--- src/rtl/led_matrix_pkg.sv ---
// Shared defaults and pixel addressing for the LED matrix scan driver.
// Optional PWM dimming is enabled with LED_MATRIX_BRIGHTNESS_EN.
package led_matrix_pkg;

    localparam int unsigned DEF_ROWS  = 8;
    localparam int unsigned DEF_COLS  = 8;
    localparam int unsigned DEF_DIV_W = 12;
    localparam int unsigned DEF_PWM_W = 4;

    // Flat frame bit index of row r, column c.
    function automatic int unsigned pix_idx(input int unsigned r,
                                            input int unsigned c,
                                            input int unsigned cols);
        return r * cols + c;
    endfunction

endpackage

--- src/rtl/led_scan_timer.sv ---
// Free-running column prescaler, dwell tick and PWM on-phase compare.
// With LED_MATRIX_BRIGHTNESS_EN defined the on-phase follows brightness; otherwise always on.
module led_scan_timer
    import led_matrix_pkg::*;
#(
    parameter int unsigned DIV_W = DEF_DIV_W,
    parameter int unsigned PWM_W = DEF_PWM_W
) (
    input  logic             clk,
    input  logic             rst,
    input  logic [PWM_W-1:0] brightness,
    output logic             tick,
    output logic             pwm_on
);

    logic [DIV_W-1:0] cnt_q;
    logic [DIV_W-1:0] cnt_d;

    assign cnt_d = cnt_q + DIV_W'(1);

    always_ff @(posedge clk) begin
        if (rst) begin
            cnt_q <= '0;
        end else begin
            cnt_q <= cnt_d;
        end
    end

    assign tick = &cnt_q;

`ifdef LED_MATRIX_BRIGHTNESS_EN
    logic [PWM_W-1:0] brightness_q;

    // Brightness only changes at dwell boundaries so a column never sees two duty cycles.
    always_ff @(posedge clk) begin
        if (rst) begin
            brightness_q <= '0;
        end else if (tick) begin
            brightness_q <= brightness;
        end
    end

    assign pwm_on = (cnt_q[DIV_W-1 -: PWM_W] < brightness_q);
`else
    logic [PWM_W-1:0] brightness_unused;

    assign brightness_unused = brightness;
    assign pwm_on            = 1'b1;
`endif

endmodule

--- src/rtl/led_matrix_scan_driver.sv ---
// Column-scanned LED matrix driver with double-buffered frames and tear-free swaps.
// Define LED_MATRIX_BRIGHTNESS_EN to enable PWM dimming from the brightness port.
module led_matrix_scan_driver
    import led_matrix_pkg::*;
#(
    parameter int unsigned ROWS  = DEF_ROWS,
    parameter int unsigned COLS  = DEF_COLS,
    parameter int unsigned DIV_W = DEF_DIV_W,
    parameter int unsigned PWM_W = DEF_PWM_W
) (
    input  logic                 clk,
    input  logic                 rst,
    input  logic                 en,
    input  logic                 an,
    input  logic [ROWS*COLS-1:0] frame,
    input  logic                 load,
    input  logic [PWM_W-1:0]     brightness,
    output logic                 pending,
    output logic                 frame_done,
    output logic [ROWS-1:0]      rows,
    output logic [COLS-1:0]      colms
);

    localparam int unsigned PIX   = ROWS * COLS;
    localparam int unsigned COL_W = $clog2(COLS);
    localparam int unsigned IDX_W = $clog2(PIX);
    localparam logic [COL_W-1:0] LAST_COL = COL_W'(COLS - 1);

    logic tick;
    logic pwm_on;

    led_scan_timer #(
        .DIV_W (DIV_W),
        .PWM_W (PWM_W)
    ) u_timer (
        .clk        (clk),
        .rst        (rst),
        .brightness (brightness),
        .tick       (tick),
        .pwm_on     (pwm_on)
    );

    logic [COL_W-1:0] col_q,        col_d;
    logic [PIX-1:0]   active_q,     active_d;
    logic [PIX-1:0]   pend_buf_q,   pend_buf_d;
    logic             pending_q,    pending_d;
    logic             frame_done_q, frame_done_d;
    logic [ROWS-1:0]  rows_q,       rows_d;
    logic [COLS-1:0]  colms_q,      colms_d;

    logic [ROWS-1:0]  row_pix;
    logic [COLS-1:0]  col_sel;
    logic             last_col;
    logic             swap;
    logic             show;

    assign last_col = (col_q == LAST_COL);
    // While blanked any tick is a safe swap point; while scanning only the frame wrap is.
    assign swap     = pending_q && tick && (!en || last_col);

    for (genvar gi = 0; gi < ROWS; gi++) begin : g_row
        logic [IDX_W-1:0] idx;
        assign idx         = IDX_W'(pix_idx(gi, 32'(col_q), COLS));
        assign row_pix[gi] = active_q[idx];
    end

    for (genvar gi = 0; gi < COLS; gi++) begin : g_col
        assign col_sel[gi] = (col_q == COL_W'(gi));
    end

    always_comb begin
        col_d        = col_q;
        active_d     = active_q;
        pend_buf_d   = pend_buf_q;
        pending_d    = pending_q;
        frame_done_d = tick && en && last_col;
        show         = en && pwm_on;
        rows_d       = {ROWS{an}};
        colms_d      = {COLS{~an}};

        if (tick && en) begin
            col_d = last_col ? '0 : col_q + COL_W'(1);
        end

        if (swap) begin
            active_d  = pend_buf_q;
            pending_d = 1'b0;
        end

        // A coinciding load wins the pending flag: the swap above already took the old data.
        if (load) begin
            pend_buf_d = frame;
            pending_d  = 1'b1;
        end

        if (show) begin
            rows_d  = row_pix ^ {ROWS{an}};
            colms_d = col_sel ^ {COLS{~an}};
        end
    end

    always_ff @(posedge clk) begin
        if (rst) begin
            col_q        <= '0;
            active_q     <= '0;
            pend_buf_q   <= '0;
            pending_q    <= 1'b0;
            frame_done_q <= 1'b0;
            rows_q       <= {ROWS{an}};
            colms_q      <= {COLS{~an}};
        end else begin
            col_q        <= col_d;
            active_q     <= active_d;
            pend_buf_q   <= pend_buf_d;
            pending_q    <= pending_d;
            frame_done_q <= frame_done_d;
            rows_q       <= rows_d;
            colms_q      <= colms_d;
        end
    end

    assign pending    = pending_q;
    assign frame_done = frame_done_q;
    assign rows       = rows_q;
    assign colms      = colms_q;

endmodule

--- config.mk ---
export PLATFORM = sky130hd
export DESIGN_NAME = led_matrix_scan_driver
export DESIGN_NICKNAME = d
export VERILOG_FILES = /design/src/rtl/led_matrix_pkg.sv /design/src/rtl/led_scan_timer.sv /design/src/rtl/led_matrix_scan_driver.sv
export SDC_FILE = /design/constraint.sdc
export NUM_CORES = 1
export LEC_CHECK = 0
export ABC_AREA = 1
export CAP_MARGIN = 30
export CORE_ASPECT_RATIO = 1.4
export CORE_UTILIZATION = 52
export CTS_BUF_LIST = sky130_fd_sc_hd__clkbuf_8
export DETAILED_ROUTE_END_ITERATION = 10
export PLACE_DENSITY = 0.79
export SLEW_MARGIN = 10
export SYNTH_ARGS = -nofsm -noshare
export SYNTH_HDL_FRONTEND = slang
export SYNTH_SLANG_ARGS = --single-unit
--- constraint.sdc ---
create_clock -name clk -period 1.6 [get_ports clk]
set_input_delay 0.16 -clock clk [delete_from_list [all_inputs] [get_ports clk]]
set_output_delay 0.16 -clock clk [all_outputs]
set_load 0.02 [all_outputs]
=== Word level (Yosys, flattened, before mapping) ===
Cells that the tools add are included.
W data, S select, Z words.

* Register bits: 161
* Logic and storage cells: 67
* Output and inout port bits: 18

* Equality and inequality tests: 7
* Bitwise logic cells: 3
* Multiplexer cells: 23
* Reduce and logical (&&, ||, !) cells: 9
* Order comparisons: 8
* Add/sub/neg operators: 9

{| class="wikitable"
|+ Operator list
! operator !! number
|-
| $bmux W1 S6 || 7
|-
| $lt A6 B7 Y1 const B || 6
|-
| $mux W8 || 4
|-
| $add A6 B3 Y6 const A || 4
|-
| $xor A8 B8 Y8 || 2
|-
| $add A12 B1 Y12 const B || 1
|-
| $add A5 B3 Y6 const A || 2
|-
| $eq A3 B3 Y1 const B || 4
|-
| $reduce_and A12 Y1 || 1
|-
| $mux W1 || 10
|-
| $lt A3 B7 Y1 const B || 1
|-
| $lt A5 B7 Y1 const B || 1
|-
| $eq A3 B2 Y1 const B || 2
|-
| $add A4 B3 Y5 const A || 1
|-
| $logic_and A1 B1 Y1 || 4
|-
| $add A3 B1 Y3 const B || 1
|-
| $bmux W1 S3 || 1
|-
| $eq A3 B1 Y1 const B || 1
|-
| $logic_not A3 Y1 || 1
|-
| $mux W3 || 1
|-
| $reduce_bool A2 Y1 || 1
|-
| $logic_not A1 Y1 || 1
|-
| $logic_or A1 B1 Y1 || 1
|-
| $not A1 Y1 || 1
|}

=== Depth between registers and ports, before layout ===
Gate-level depths: netlist of run 1.

* Depth in word-level cells: 6
* Mapped depth: 10
* Gate-level depth less buffers: 9

=== Cells and area by module ===
Synthesis of run 1 repeated with hierarchy kept, for this count alone.

* Cells, all modules: 877
* Area total of the unflattened synthesis: 6,565.0 um2

{| class="wikitable"
|+ Modules (own cells, without submodules)
! module !! sequential area each (um2) !! cells each !! times used !! area each (um2)
|-
| led_matrix_scan_driver || 2,982.9 || 798 || 1 || 6,010.8
|-
| led_scan_timer || 240.2 || 79 || 1 || 554.3
|}

=== Least setup slack after synthesis of run 1 ===
OpenSTA, ideal clock, no wires.

* Kind: register -> register
* From: register col_q[1]
* To: register colms_q[4], in the netlist colms[4]
* Path buffers: 2
* Cell stages (with the launch flop): 10
* Path slack: 21 ps
* Clock period less this slack: 1,579 ps
* Data required time: 1,486 ps
* Data arrival time: 1,464 ps
* Cell sequence: dfxtp_1 -> buf_2 -> clkinv_1 -> buf_1 -> ha_1 -> inv_1 -> nor2_1 -> nand3_1 -> xor2_1 -> inv_1

* Word-level cells in the longest chain between the ends: 4

{| class="wikitable"
|+ Ends and longest elaborated chain
! what !! line !! RTL
|-
| from (decl) || led_matrix_scan_driver.sv:43 || <nowiki>logic [COL_W-1:0] col_q, col_d;</nowiki>
|-
| from (signal assigned) || led_matrix_scan_driver.sv:112 || <nowiki>col_q <= col_d;</nowiki>
|-
| $eq A3 B3 Y1 || led_matrix_scan_driver.sv:68 || <nowiki>assign col_sel[gi] = (col_q == COL_W'(gi));</nowiki>
|-
| $xor A8 B8 Y8 || led_matrix_scan_driver.sv:98 || <nowiki>colms_d = col_sel ^ {COLS{~an}};</nowiki>
|-
| $mux W8 || led_matrix_scan_driver.sv:96 || <nowiki>if (show) begin</nowiki>
|-
| $mux W8 || led_matrix_scan_driver.sv:103 || <nowiki>if (rst) begin</nowiki>
|-
| to (signal assigned) || led_matrix_scan_driver.sv:110 || <nowiki>colms_q <= {COLS{~an}};</nowiki>
|-
| to (signal assigned) || led_matrix_scan_driver.sv:118 || <nowiki>colms_q <= colms_d;</nowiki>
|-
| to (decl) || led_matrix_scan_driver.sv:49 || <nowiki>logic [COLS-1:0] colms_q, colms_d;</nowiki>
|}

Every way passes these cells.
A chain may end at the register's enable or synchronous reset.

=== Worst setup path in the final report of run 1 ===
* From: register u_timer.cnt_q[0]
* To: register active_q[60]

* Word-level cells in the longest chain between the ends: 3

{| class="wikitable"
|+ Ends and longest elaborated chain
! what !! line !! RTL
|-
| from (decl) || led_scan_timer.sv:16 || <nowiki>logic [DIV_W-1:0] cnt_q;</nowiki>
|-
| from (signal assigned) || led_scan_timer.sv:25 || <nowiki>cnt_q <= cnt_d;</nowiki>
|-
| $reduce_and A12 Y1 || led_scan_timer.sv:29 || <nowiki>assign tick = &cnt_q;</nowiki>
|-
| $logic_and A1 B1 Y1 (2 in a row) || led_matrix_scan_driver.sv:59 || <nowiki>assign swap = pending_q && tick && (!en || last_col);</nowiki>
|-
| to (signal assigned) || led_matrix_scan_driver.sv:113 || <nowiki>active_q <= active_d;</nowiki>
|-
| to (decl) || led_matrix_scan_driver.sv:44 || <nowiki>logic [PIX-1:0] active_q, active_d;</nowiki>
|}

Every way passes these cells.

==> results of run 1 <==
==> power groups by stage <==
stage | clock, mW | sequential, mW | combinational, mW
after detailed placement | 0 | 4.29 | 0.704
after floorplan | 0 | 4.31 | 0.336
after global routing | 2.87 | 4.21 | 0.863
final | 2.68 | 4.20 | 0.790
after global placement | 0 | 4.28 | 0.694
after CTS | 2.69 | 4.20 | 0.716
==> registers in the layout, summed over array words and instances, names as in the netlist <==
| name | flops |
|---|---|
| u_timer.cnt_q | 12 |
| active_q | 64 |
| colms | 8 |
| col_q | 3 |
| pending | 1 |
| frame_done | 1 |
| rows | 8 |
| pend_buf_q | 64 |
==> layout by cell type, fill, tap and decap left out, types with 11 or more instances in the layout <==
master	count
a21oi_1	27
buf_12	13
buf_4	29
clkbuf_16	11
clkbuf_8	18
clkdlybuf4s50_1	85
dfxtp_1	156
inv_1	79
nand2_1	153
nand3_1	66
nand3b_1	46
nor2_1	234
nor2_2	17
o21ai_0	81
==> cell usage after synthesis (all sizes together) <==
library cell | instances | area (sq um)
nor2 | 260 | 993.5
dfxtp | 161 | 3223
nand2 | 155 | 586.8
o21ai | 82 | 410.4
inv | 77 | 289.0
nand3 | 67 | 340.3
nand3b | 46 | 345.3
clkbuf | 34 | 127.6
buf | 30 | 173.9
a21oi | 28 | 140.1
xor2 | 10 | 87.58
nand4 | 9 | 56.30
ha | 7 | 87.58
clkinv | 5 | 20.01
nor3 | 3 | 15.01
o21a | 1 | 7.510
xnor2 | 1 | 8.760
==> per-stage QoR <==
stage                     worst slack [ps]  setup TNS, ps  hold slack [ps]
final                               -108.4          -1722            283.7
after global routing                -142.7          -4578            286.3
after CTS                           -14.62         -16.90            275.5
after detailed placement            -70.51          -2196            447.1
after global placement              -25.04         -416.2            440.7
after floorplan                      21.43              0            294.9
==> routing by layer <==
| layer | vias to the layer above | share of wire, % | global-route usage, % |
|---|---|---|---|
| met1 | 3071 | 38 | 26.39 |
| met3 | 80 | 6.8 | 4.752 |
| li1 | 3281 | - | - |
| met5 | - | 0 | 0 |
| met4 | 0 | 4.9 | 9.675 |
| met2 | 276 | 50 | 40.39 |
==> what timing repair did <==
item | CTS | global route
setup endpoints to repair | 70 | 79
gates cloned | 2 | 17
pin swaps | 7 | 29
resized for setup | 15 | 56
hold buffers | 0 | 0
setup buffers | 5 | 6
endpoints found under the hold margin | 0 | 0
==> worst min-delay path by stage <==
stage	start	cells after the start	end
floorplan	frame[0]	2	pend_buf_q[0]
global placement	pend_buf_q[51]	2	pend_buf_q[51]
detailed placement	pend_buf_q[44]	2	pend_buf_q[44]
CTS	frame[17]	3	pend_buf_q[17]
global route	frame[13]	3	pend_buf_q[13]
finish	frame[13]	3	pend_buf_q[13]
==> cell families (layout without fill, tap and decap cells) <==
logic type                 count (synthesis)  count (layout)  synth area share (%)
AOI/OAI and AO/OA                        111             111                 8.072
xor gates and xnor gates                  11              11                 1.394
adders and majority gates                  7               7                 1.267
buffers and inverters                    146             268                 8.832
DFF                                      161             161                 46.62
and+or+nand+nor                          540             540                 33.81
==> area by class of cell <==
cell class | count | area [sq um] | share of cell area, %
multi-input combinational | 669 | 3234 | 35.19
sequential | 161 | 3229 | 35.14
timing repair buffer | 153 | 1810 | 19.70
inverter | 82 | 325.3 | 3.540
clock buffer | 18 | 247.7 | 2.696
tap | 178 | 222.7 | 2.423
clock inverter | 14 | 103.9 | 1.130
timing repair inverter | 1 | 16.27 | 0.1770
==> tightest hold or removal path, stage by stage <==
cell and delay (ps):
clkdlybuf4s50_1 400, nor2_1 100, nor2_1 50
==> flow_metrics.env, run 1 <==
export IMPL_syn_inst=976
export IMPL_fin_util_pct=71.04
export IMPL_synthToLayoutAreaGrowth_pct=32.94
export IMPL_ir_drop_mv=0.5198
export IMPL_p_int_mw=5.781
export IMPL_crit_arrival_ps=2090
export IMPL_final_nets=1165
export IMPL_htree_levels=4
export IMPL_total_leakage_power_nw=3.801
export IMPL_drv_slew=0
export IMPL_path_delay_family="simple AND/OR/NAND/NOR gates"
export IMPL_p_sw_mw=1.893
export IMPL_violations="negative setup slack"
export IMPL_rsz0062_at_grt="true"
export IMPL_drtAntennaViolNets=0
export IMPL_power_density_nw_per_um2=835.1
export IMPL_total_power_mw=7.675
export IMPL_clk_path_buf_depth=2
export IMPL_ys_warn_count=0
export IMPL_grt_pass1_vias=5758
export IMPL_drt_iter0_drc=540
export IMPL_critPathMaxFanout=10
export IMPL_clk_latency_ps=450
export IMPL_fmax_ghz=0.5853
export IMPL_portBuffers=86
export IMPL_r2r_setup_slack_ps=-110
export IMPL_pwr_share_comb_pct=10.3
export IMPL_slew_limit_headroom_pct=74.84
export IMPL_max_cap_viol_count=0
export IMPL_cts_buffers=17
export IMPL_required_ps=1990
export IMPL_synth_distinct_cells=26
export IMPL_rr_worst_depth=11
export IMPL_crit_buf_inv=3
export IMPL_slowest_delay_ps=360
export IMPL_core_area_sq_um=12940
export IMPL_finClkSkew_ps=12.18
export IMPL_placementRows=49
export IMPL_viasPerCell=5.257
export IMPL_fill_cells=979
export IMPL_grt_pass1_wl_um=25340
export IMPL_worst_pin_slew_ps=373.4
export IMPL_critPathCapture="active_q[60]"
export IMPL_grt_overflow_total=0
export IMPL_r2r_end="active_q[60]"
export IMPL_drtPass1Iterations=5
export IMPL_netlist_area_sq_um=6913
export IMPL_cp_slowest_cell="dfxtp_2"
export IMPL_grt_start_max_net_pins=65
export IMPL_wl_per_cell_um=14.95
export IMPL_die_x_um=99.45
export IMPL_clkPwrFrac_pct=35.0
export IMPL_cp_depth=11
export IMPL_drc=0
export IMPL_ys_seq_area_share_pct=46.62
export IMPL_die_y_um=138.4
export IMPL_worstPathCellList="ha_4, nand3_4, nor2_4, nand2_2, nor2_4, buf_6, nand2_8, clkinv_8, clkbuf_16, nor2_1, nor2_1"
export IMPL_fin_crit_sh_pct=106.8
export IMPL_p_seq_share_pct=54.7
export IMPL_final_hold_viol_count=0
export IMPL_synth_seq_cells=161
export IMPL_setup_viol=58
export IMPL_via_count=6708
export IMPL_die_area_sq_um=13770
export IMPL_clk_pin_slew_ps=80
export IMPL_place_area_sq_um=8102
export IMPL_grt_usage_pct=22.84
export IMPL_endpoint_kind="flip-flop"
export IMPL_worstSetupPathType="flip-flop to flip-flop"
export IMPL_switching_share_pct=24.67
export IMPL_place_gp_congestion=0.8249
export IMPL_hp_class="primary input to flip-flop"
export IMPL_drive_above_1_share_pct=12.57
export IMPL_routed_wl_um=19070
export IMPL_diodes=0
export IMPL_start_kind="flip-flop"
export IMPL_setup_worst_path_start="u_timer.cnt_q[0]"
export IMPL_initial_utilization_pct=53.44
export IMPL_instances_no_fill=1276
export IMPL_dpl_hpwl_um=9610
export IMPL_fin_area_sq_um=9190
export IMPL_dp_cells=1214
export IMPL_clock_root_buffer="clkbuf_8"
export IMPL_syn_num_nets=1056
export IMPL_clock_sinks=161
export IMPL_tritoncts="yes"
export IMPL_period_needed_ps=1708
export IMPL_r2r_start="u_timer.cnt_q[0]"
export IMPL_avgSynthCellArea_sq_um=7.083
export IMPL_antenna_found_initial=0
export IMPL_ios=91
export IMPL_fin_ws_ps=-108.4
export IMPL_status="finished with violations"
Power figures use the tool's default switching activity.
==> run 2, diff against run 1 <==
- CORE_UTILIZATION: 52 -> 57
- PLACE_DENSITY: 0.79 -> 0.82
- clock period: 1.6 -> 1.9 ns (I/O delays scaled with it)
==> run 2 against run 1 <==
Compared with the run above: the flow now finishes without violations; combinational power is 28% lower; clock power hardly changed; clock skew is 3.9 ps lower; die area is 8.6% lower; setup slack better by 250 ps; via count is 9.2% lower; first-iteration DRC count is 50% lower; total power is 12% lower; sequential share of layout area is 3.3 points higher; critical path depth is 1 lower; clock-buffer cell count is 1 higher; flip-flop and latch count stayed put; critical path type unchanged; critical endpoint is now active_q[17]; highest routed layer unchanged.
==> flow_metrics.env, run 2 (synthesized netlist as in run 1, its figures left out) <==
export IMPL_hold_path_startpoint="frame[18]"
export IMPL_routed_wl_um=14000
export IMPL_final_nets=1123
export IMPL_setup_viol=0
export IMPL_clk_path_buf_depth=2
export IMPL_clock_root_buffer="clkbuf_8"
export IMPL_drive_above_1_share_pct=6.161
export IMPL_fmax_ghz=0.5703
export IMPL_start_kind="flip-flop"
export IMPL_slew_limit_headroom_pct=74.61
export IMPL_wl_per_cell_um=11.65
export IMPL_required_ps=2270
export IMPL_largestRegisters="active_q (64), pend_buf_q (64), u_timer.cnt_q (12)"
export IMPL_final_common_cell="nor2_1"
export IMPL_r2r_start="u_timer.cnt_q[0]"
export IMPL_dp_cells=1171
export IMPL_setup_worst_path_start="u_timer.cnt_q[0]"
export IMPL_die_area_sq_um=12580
export IMPL_endpoint_kind="flip-flop"
export IMPL_ios=91
export IMPL_total_power_mw=6.771
export IMPL_critPathMaxFanout=32
export IMPL_hold_ws_ps=324.9
export IMPL_grt_overflow_total=0
export IMPL_antenna_found_initial=0
export IMPL_die_x_um=95.08
export IMPL_drtAntennaViolNets=0
export IMPL_clk_latency_ps=440
export IMPL_placementRows=47
export IMPL_clk_pin_slew_ps=80
export IMPL_grt_pass1_vias=5698
export IMPL_crit_arrival_ps=2130
export IMPL_htree_levels=4
export IMPL_ir_drop_mv=0.4716
export IMPL_place_gp_congestion=0.8033
export IMPL_worstSetupPathType="flip-flop to flip-flop"
export IMPL_period_needed_ps=1753
export IMPL_cts_resized=0
export IMPL_diodes=0
export IMPL_finClkSkew_ps=8.287
export IMPL_hold_buffers=0
export IMPL_clock_sinks=161
export IMPL_drc=0
export IMPL_grt_usage_pct=24.16
export IMPL_tns_ps=0
export IMPL_rsz0062_at_grt="false"
export IMPL_instances_no_fill=1202
export IMPL_status="completed"
export IMPL_fin_crit_sh_pct=92.29
export IMPL_path_delay_family="simple AND/OR/NAND/NOR gates"
export IMPL_slowest_delay_ps=360
export IMPL_die_y_um=132.3
export IMPL_worst_pin_slew_ps=380.9
export IMPL_drv_slew=0
export IMPL_portBuffers=86
export IMPL_synthToLayoutAreaGrowth_pct=21.18
export IMPL_cp_slowest_cell="dfxtp_1"
export IMPL_power_density_nw_per_um2=808.3
export IMPL_drt_iter0_drc=268
export IMPL_grt_start_max_net_pins=85
export IMPL_final_hold_viol_count=0
export IMPL_viasPerCell=5.065
export IMPL_tritoncts="yes"
export IMPL_total_leakage_power_nw=3.459
export IMPL_drtPass1Iterations=5
export IMPL_crit_buf_inv=2
export IMPL_core_area_sq_um=11820
export IMPL_cts_buffers=17
export IMPL_layout_common_cells="256 x nor2_1, 161 x dfxtp_1, 153 x nand2_1"
export IMPL_dpl_hpwl_um=9033
export IMPL_post_cts_buffers=0
export IMPL_max_cap_viol_count=0
export IMPL_hp_class="primary input to flip-flop"
export IMPL_worstPathCellList="ha_1, nand3_2, nor2_4, nand2_2, nor2_4, nand2_2, clkinv_2, buf_12, nor2_1, nor2_1"
export IMPL_via_count=6088
export IMPL_grt_pass1_wl_um=24510
export IMPL_initial_utilization_pct=58.48
run 2: worst paths after layout:
check	to	slack (ps)	depth (start not counted)
setup reg to reg	active_q[17]	150	10
hold / removal	pend_buf_q[18]	320	3
hold reg to reg	u_timer.cnt_q[0]	440	1
setup / recovery	active_q[17]	150	10
run 2: stage by stage:
step	worst slack [ps]	utilization, %	instance area, sq um
finish	146.5	70.87	8377
global route	23.91	70.87	8377
CTS	124.5	70.87	8377
detailed placement	183.3	67.24	7948
global placement	200.0	67.24	7948
floorplan	321.4	-	6913
run 2: worst register-to-register path, cell delays in order, from the launching register on:
cell and delay [ps]:
dfxtp_1 360, ha_1 210, nand3_2 120, nor2_4 160
nand2_2 90, nor2_4 200, nand2_2 90, clkinv_2 90
buf_12 180, nor2_1 70, nor2_1 110
run 2: per-layer routing:
metal | vias up | GRT usage, % | routed length (um)
li1 | 3187 | - | -
met1 | 2739 | 27.97 | 6037
met2 | 135 | 42.90 | 7107
met3 | 27 | 4.960 | 627
met4 | 0 | 8.586 | 231
met5 | - | 0 | 0
run 2: where the power goes:
group          internal, mW  switching [mW]  total, mW
Combinational         0.285           0.285      0.570
Sequential             3.49          0.0422       3.53
Clock                  1.48            1.19       2.67
run 2: area by class of cell:
class                   instances  area (sq um)
fillers                       965          3443
flip-flops and latches        161          3223
multi-input cells             669          3087
repair buffers                112          1144
inverters                      82         310.3
clock buffers                  19         261.5
well taps                     147         183.9
clock inverters                12         167.7
